<file path="src/rtl/multicycle_controller.sv">
// multicycle_controller: Moore control FSM sequencing fetch/decode/execute/memory/writeback for a multi-cycle RV32I core
module multicycle_controller #(
    parameter int MEM_TIMEOUT = 0
) (
    input  logic       clk,
    input  logic       reset,
    input  logic [6:0] op,
    input  logic       zero,
    input  logic       MemReady,
    output logic       PCWrite,
    output logic       AdrSrc,
    output logic       MemWrite,
    output logic       IRWrite,
    output logic       RegWrite,
    output logic [1:0] ResultSrc,
    output logic [1:0] ALUSrcA,
    output logic [1:0] ALUSrcB,
    output logic [1:0] ALUOp,
    output logic [2:0] ImmSrc,
    output logic       Illegal
);
    localparam logic [6:0] OP_LW   = 7'b0000011;
    localparam logic [6:0] OP_SW   = 7'b0100011;
    localparam logic [6:0] OP_R    = 7'b0110011;
    localparam logic [6:0] OP_I    = 7'b0010011;
    localparam logic [6:0] OP_BEQ  = 7'b1100011;
    localparam logic [6:0] OP_JAL  = 7'b1101111;
    localparam logic [6:0] OP_JALR = 7'b1100111;
    localparam logic [6:0] OP_LUI  = 7'b0110111;

    // Counter is wide enough to reach the timeout and still saturate above it.
    localparam int CW = $clog2(MEM_TIMEOUT + 2);
    localparam logic [CW-1:0] LIMIT = CW'(MEM_TIMEOUT > 0 ? MEM_TIMEOUT - 1 : 0);

    typedef enum logic [3:0] {
        FETCH, DECODE, MEMADR, MEMREAD, MEMWB, MEMWRITE, EXECR,
        EXECI, ALUWB, BEQ, JALR, JAL, LUI, TRAP
    } state_t;

    // fetch: IRWrite/PCUpdate qualified by MemReady; jump: unconditional PCUpdate
    typedef struct packed {
        logic       fetch;
        logic       jump;
        logic       branch;
        logic       adr_src;
        logic       mem_write;
        logic       reg_write;
        logic       illegal;
        logic [1:0] result_src;
        logic [1:0] src_a;
        logic [1:0] src_b;
        logic [1:0] alu_op;
    } ctrl_t;

    function automatic ctrl_t ctrl_of(input state_t s);
        ctrl_t c;
        c = '0;
        case (s)
            FETCH:    begin c.fetch = 1'b1; c.src_b = 2'b10; c.result_src = 2'b10; end
            DECODE:   begin c.src_a = 2'b01; c.src_b = 2'b01; end
            MEMADR:   begin c.src_a = 2'b10; c.src_b = 2'b01; end
            MEMREAD:  c.adr_src = 1'b1;
            MEMWB:    begin c.result_src = 2'b01; c.reg_write = 1'b1; end
            MEMWRITE: begin c.adr_src = 1'b1; c.mem_write = 1'b1; end
            EXECR:    begin c.src_a = 2'b10; c.alu_op = 2'b10; end
            EXECI:    begin c.src_a = 2'b10; c.src_b = 2'b01; c.alu_op = 2'b10; end
            LUI:      begin c.src_b = 2'b01; c.alu_op = 2'b11; end
            ALUWB:    c.reg_write = 1'b1;
            BEQ:      begin c.src_a = 2'b10; c.alu_op = 2'b01; c.branch = 1'b1; end
            JALR:     begin c.src_a = 2'b10; c.src_b = 2'b01; end
            JAL:      begin c.src_a = 2'b01; c.src_b = 2'b10; c.jump = 1'b1; end
            TRAP:     c.illegal = 1'b1;
            default:  ;
        endcase
        return c;
    endfunction

    state_t         state_q, state_d, dec_next;
    logic [CW-1:0]  cnt_q, cnt_d;
    ctrl_t          ctrl_q, ctrl_d;
    logic [2:0]     imm_src;
    logic           waiting;

    // Opcode dispatch out of DECODE; anything unrecognised traps.
    always_comb begin
        dec_next = op == OP_LW || op == OP_SW ? MEMADR :
                   op == OP_R    ? EXECR :
                   op == OP_I    ? EXECI :
                   op == OP_BEQ  ? BEQ   :
                   op == OP_JAL  ? JAL   :
                   op == OP_JALR ? JALR  :
                   op == OP_LUI  ? LUI   : TRAP;
    end

    // Next state, memory-wait counter and the control word for the next state.
    always_comb begin
        state_d = state_q;
        cnt_d   = '0;
        waiting = state_q inside {FETCH, MEMREAD, MEMWRITE};
        case (state_q)
            FETCH:    state_d = MemReady ? DECODE : FETCH;
            DECODE:   state_d = dec_next;
            MEMADR:   state_d = op == OP_LW ? MEMREAD : MEMWRITE;
            MEMREAD:  state_d = MemReady ? MEMWB : MEMREAD;
            MEMWRITE: state_d = MemReady ? FETCH : MEMWRITE;
            MEMWB, ALUWB, BEQ: state_d = FETCH;
            EXECR, EXECI, LUI, JAL: state_d = ALUWB;
            JALR:     state_d = JAL;
            default:  state_d = TRAP;
        endcase
        if (waiting && !MemReady) begin
            cnt_d = &cnt_q ? cnt_q : cnt_q + 1'b1;
            if (MEM_TIMEOUT > 0 && cnt_q == LIMIT) state_d = TRAP;
        end
        ctrl_d = ctrl_of(state_d);
    end

    // Immediate format follows the opcode in every state.
    always_comb begin
        imm_src = op == OP_SW  ? 3'b001 :
                  op == OP_BEQ ? 3'b010 :
                  op == OP_LUI ? 3'b011 :
                  op == OP_JAL ? 3'b100 : 3'b000;
    end

    // State, counter and registered control word; reset lands in FETCH.
    always_ff @(posedge clk or posedge reset) begin
        if (reset) begin
            state_q <= FETCH;
            cnt_q   <= '0;
            ctrl_q  <= ctrl_of(FETCH);
        end else begin
            state_q <= state_d;
            cnt_q   <= cnt_d;
            ctrl_q  <= ctrl_d;
        end
    end

    // Everything is forced low while reset is held so no enable can leak out.
    assign PCWrite   = !reset && ((ctrl_q.fetch && MemReady) || ctrl_q.jump || (ctrl_q.branch && zero));
    assign IRWrite   = !reset && ctrl_q.fetch && MemReady;
    assign AdrSrc    = !reset && ctrl_q.adr_src;
    assign MemWrite  = !reset && ctrl_q.mem_write;
    assign RegWrite  = !reset && ctrl_q.reg_write;
    assign Illegal   = !reset && ctrl_q.illegal;
    assign ResultSrc = reset ? 2'b00 : ctrl_q.result_src;
    assign ALUSrcA   = reset ? 2'b00 : ctrl_q.src_a;
    assign ALUSrcB   = reset ? 2'b00 : ctrl_q.src_b;
    assign ALUOp     = reset ? 2'b00 : ctrl_q.alu_op;
    assign ImmSrc    = reset ? 3'b000 : imm_src;
endmodule

</file>
<file path="config.mk">
export PLATFORM = sky130hd
export DESIGN_NAME = multicycle_controller
export DESIGN_NICKNAME = d
export VERILOG_FILES = /design/src/rtl/multicycle_controller.sv
export SDC_FILE = /design/constraint.sdc
export NUM_CORES = 1
export LEC_CHECK = 0
export CAP_MARGIN = 10
export CORE_MARGIN = 2
export CORE_UTILIZATION = 35
export CTS_CLUSTER_SIZE = 20
export DETAILED_ROUTE_END_ITERATION = 8
export GPL_ROUTABILITY_DRIVEN = 0
export PLACE_DENSITY = 0.57
export SYNTH_ARGS = -nofsm -noshare
export SYNTH_HDL_FRONTEND = slang
export SYNTH_SLANG_ARGS = --single-unit
</file>
<file path="constraint.sdc">
create_clock -name clk -period 2.94 [get_ports clk]
set_input_delay 0.588 -clock clk [delete_from_list [all_inputs] [get_ports clk]]
set_output_delay 0.588 -clock clk [all_outputs]
set_load 0.01 [all_outputs]
</file>
After elaboration in Yosys (flattened, before gate mapping)
Cells that the tools add are included.
- memories kept: 0
- logic and storage cells: 101
- flip-flop bits (word level): 19
- memory bits (read-only): 0
- memory bits (writable): 0
- bits in latches: 0
- equality and inequality tests: 33
- magnitude comparators: 0
- shift operators: 0
- $mul: 0
- bitwise gates (word level): 0
- muxes and demuxes: 32
- $add $sub $neg: 0
- reduce and logical (&&, ||, !) cells: 24
- divide/modulo/power cells: 0
- operators by type and width (cell ; count):
    $eq 4x4->1 const B ; 11
    $mux 3 ; 11
    $eq 4x3->1 const B ; 8
    $pmux 4 s8 ; 1
    $eq 7x6->1 const B ; 3
    $eq 7x7->1 const B ; 3
    $eq 4x2->1 const B ; 4
    $mux 4 ; 3
    $pmux 2 s2 ; 3
    $reduce_or 2->1 ; 5
    $reduce_or 5->1 ; 2
    $logic_and 1x1->1 ; 9
    $mux 1 ; 9
    $eq 4x1->1 const B ; 2
    $logic_not 4->1 ; 2
    $mux 2 ; 4
    $eq 7x2->1 const B ; 1
    $eq 7x5->1 const B ; 1
    $pmux 2 s3 ; 1
    $reduce_or 4->1 ; 1
    $logic_or 1x1->1 ; 3
    $reduce_or 3->1 ; 1
    $logic_not 1->1 ; 1

Logic depth before layout (Yosys ltp)
- depth in word-level cells: 12
- gate-level depth with buffers: 9
- mapped depth without buffers: 7

Least setup slack after synthesis
OpenSTA, ideal clock, no wires.
- path kind: input port to output port
- start point: input op[4]
- end point: output ImmSrc[1]
- arrival time: 1423 ps
- path slack: 929 ps
- stages: 3
- path buffers: 1
- required time: 2352 ps
- path through: buf_2 or3b_2 a21oi_1
- longest elaborated chain between the ends: 5
- elaborated cells between the ends (all ways): 7
- ends and longest elaborated chain (element ; RTL line ; source):
    start, declared ; 7 ; input logic [6:0] op,
    $eq 7x6->1 ; 122 ; op == OP_LUI ? 3'b011 :
    $mux 3 ; 122 ;
    $mux 3 ; 121 ; op == OP_BEQ ? 3'b010 :
    $mux 3 (*) ; 120 ; imm_src = op == OP_SW ? 3'b001 :
    $mux 3 (*) ; 150 ; assign ImmSrc = reset ? 3'b000 : imm_src;
    end, declared ; 19 ; output logic [2:0] ImmSrc,
Every way passes the cells marked *; elsewhere a longest branch is shown, timed or not.

Worst setup path after layout
- start point: input op[6]
- end point: output ImmSrc[1]
The elaborated chain is that of the path after synthesis.

==> reports/qor.csv <==
stage,metric,value,unit
status,status,"finished, final reports clean",
cts,cts_hold_buf,0,
pwr,finalPower,1130,uW
grt,grt_busiest_layer,met2,
detailed_routing,drc,0,
grt,grt_max_degree,19,
critical_path,crit_required,2.35,ns
detailed_routing,drt-total-wl,2.49,mm
placement,dpl.hpwl,1.93,mm
cts,cts_setup_buffers,0,
cts,cts_inserted_buffers,3,
detailed_routing,wl_per_cell,12.2,microns
grt,gr-total-overflow,0,
cells_and_area,fill_cells,333,
synth,ys_ff_latch,18,
sta,maxSlewHeadroom,57.0,%
detailed_routing,drt-vias-per-instance,4.92,
cts,clock-sinks,18,
sta,period_share,95.3,%
cts,cts_tree,built,
sta,hold_violations,0,
critical_path,critPathTopFamily,buffers and inverters,
cts,cts_buffer_depth,2,
placement,numPortBuffers,27,
sta,fin_tns_setup,0,ns
grt,grt_use_met1,16.3,%
cells_and_area,drive_gt1_share,17.7,%
critical_path,crit_cells,4,
placement,place_area,0.00152,sq mm
critical_path,worst_path_largest_cell_delay,0.56,ns
critical_path,r2r_cells,6,
cells_and_area,nets,170,
sta,setup_violations,0,
floorplanning,initial_core_util,36.2,%
critical_path,arrival,2.21,ns
sta,worst_pin_slew,0.644,ns
cells_and_area,antenna_cells,0,
cts,root_buffer,clkbuf_4,
critical_path,crit_top_cell,clkdlybuf4s50_1,
critical_path,path_cells,clkdlybuf4s50_1 > or3b_2 > a21oi_1 > clkdlybuf4s50_1,
sta,skew,0.00873,ns
placement,place_ws,0.133,ns
sta,final_max_slew_viol_count,0,
synth,synth_cells,128,
detailed_routing,ant_nets,0,
grt,grt_pass1_wl,4.25,mm
floorplanning,pin_count,28,
synth,synth-seq-area-share,37.7,%
critical_path,path_buf_inv,2,
floorplanning,rows,21,
critical_path,crit_path_end_kind,output pin,
hold_path,hold_class,reg -> reg,
sta,rsz0062_at_grt,false,
cells_and_area,area_growth,28.9,%
synth,ys_types,49,
synth,yosysWarnings,0,
sta,fin_ws,0.137,ns
pwr,vdd_ir_drop_max,0.473,mV
detailed_routing,first_pass_iters,4,
pwr,pwr_density_cell,729,mW/mm^2
synth,netlist_area,0.00120,sq mm
pwr,leakagePower,0.000615,uW
floorplanning,dieArea,0.00391,sq mm
grt,grt_pass1_vias,940,
cts,clk_latency,0.29,ns
cells_and_area,final_area,0.00155,sq mm
sta,hold-worst-slack,0.693,ns
synth,avgSynthCellArea,9.37,sq um
critical_path,worst_setup_path_start_kind,input port,
cts,cts_resized,0,
critical_path,critPathMaxFanout,2,
sta,max_freq,357,MHz
flow_run,drv_cap,0,
cts,clk_pin_slew,0.10,ns
grt,use_met3,4.32,%
sta,period_needed,2.80,ns
hold_path,min_path_cells,2,
critical_path,crit_slowest_cell,clkdlybuf4s50_1,
grt,gr-usage-all-layers,13.3,%
floorplanning,die_w,62.6,microns
floorplanning,die_h,62.6,microns
detailed_routing,drt_iter0_drc,24,
synth,synth_fp_nets,139,
floorplanning,core_area,0.00331,sq mm
critical_path,setup.worst_path.class,in -> out,
cts,cts-htree-levels,1,
grt,met2_usage,23.4,%
detailed_routing,vias,1004,
grt,antenna_found_initial,0,
## flip-flops by register name, indices dropped and copies added, names as in the netlist
name,count
ctrl_q,14
state_q,4
## final cells by class
class | count | area [sq um] | share of cell area [%]
Clock buffer | 4 | 26.3 | 1.70
Inverter | 4 | 17.5 | 1.13
Multi-Input combinational cell | 99 | 677 | 43.8
Sequential cell | 18 | 453 | 29.3
Tap cell | 46 | 57.6 | 3.72
Timing Repair Buffer | 33 | 315 | 20.4
## metal layers
metal	vias to the layer above	wire, microns
li1	502	-
met1	478	1140
met2	24	1240
met3	0	106
met4	0	0
met5	-	0
## synthesized netlist by cell type (all sizes together)
library cell  instances  area share (%)
o2bb2a                1             1.7
nor2b                18              10
dfrtp                16              33
a21oi                 5             2.1
dfstp                 2             4.4
nor2                 14             5.6
a211oi                1            0.63
xor2                  1            0.73
nand2b                2             1.0
or3b                  1            0.73
buf                   6             4.1
o21a                  1            0.63
a2111oi               1             2.3
nor3b                 2             1.7
clkbuf                1            0.31
and3                  1            0.94
and2b                 1            0.63
o31ai                 1            0.63
o22ai                 1            0.52
nand4                 2             1.0
a22oi                 1            0.63
and2                  2             1.0
o22a                  1            0.73
a211o                 1            0.73
nand3b                2             1.3
nand3                 2            0.83
nand2                13             4.7
mux2                  1            0.94
o2bb2ai               1            0.73
or2                   1            0.73
o221ai                2             2.9
and3b                 1            0.73
o21ai                 8             3.6
inv                   4             1.5
nor3                  6             2.5
mux2i                 1            0.83
o21bai                2             1.6
nor4                  1             1.0
## worst min-delay path, cell delays in order, from the launching register on
cell and delay [ns]:
dfrtp_1 0.50, nand2_1 0.10, nor2_1 0.05
## cells in the final DEF (no fill, tap or decap), drive strengths merged, types with 4 or more instances in the layout
master / instances
inv: 4
dfrtp: 16
a21oi: 5
buf: 6
clkdlybuf4s50: 27
nor2: 14
nor2b: 18
nor3: 6
o21ai: 8
clkbuf: 4
nand2: 13
## per-stage QoR
| stage | util (%) | instances |
|---|---|---|
| floorplan | - | 128 |
| CTS | 46.7 | 204 |
| detailed placement | 45.9 | 200 |
| global placement | 45.9 | 200 |
| finish | 46.7 | 204 |
| global route | 46.7 | 204 |
## kinds of logic (layout without fill, tap and decap cells)
group / Yosys count / count (layout) / synth area share, %
and+or+nand+nor: 69 / 69 / 34.5
DFF: 18 / 18 / 37.7
buffers and inverters: 11 / 41 / 5.84
xor gates and xnor gates: 1 / 1 / 0.730
AOI/OAI and AO/OA: 27 / 27 / 19.4
muxes: 2 / 2 / 1.77
## power breakdown
part | leakage, uW | internal (uW) | total, uW | switching (uW)
clock network | 0.0000150 | 52.7 | 122 | 69.3
logic | 0.000366 | 273 | 619 | 346
registers | 0.000234 | 328 | 387 | 58.9
## final timing paths
kind                                  end  slack, ns  startpoint
min in group asynchronous       ctrl_q[9]       1.05       reset
worst min register to register  ctrl_q[6]       0.69  state_q[0]
worst min-delay path            ctrl_q[6]       0.69  state_q[0]
worst max-delay path            ImmSrc[1]       0.14       op[6]
max in group asynchronous       ctrl_q[8]       1.47       reset
worst max register to register  ctrl_q[1]       1.01  state_q[0]
No activity file was read; power rests on OpenSTA's default activity.
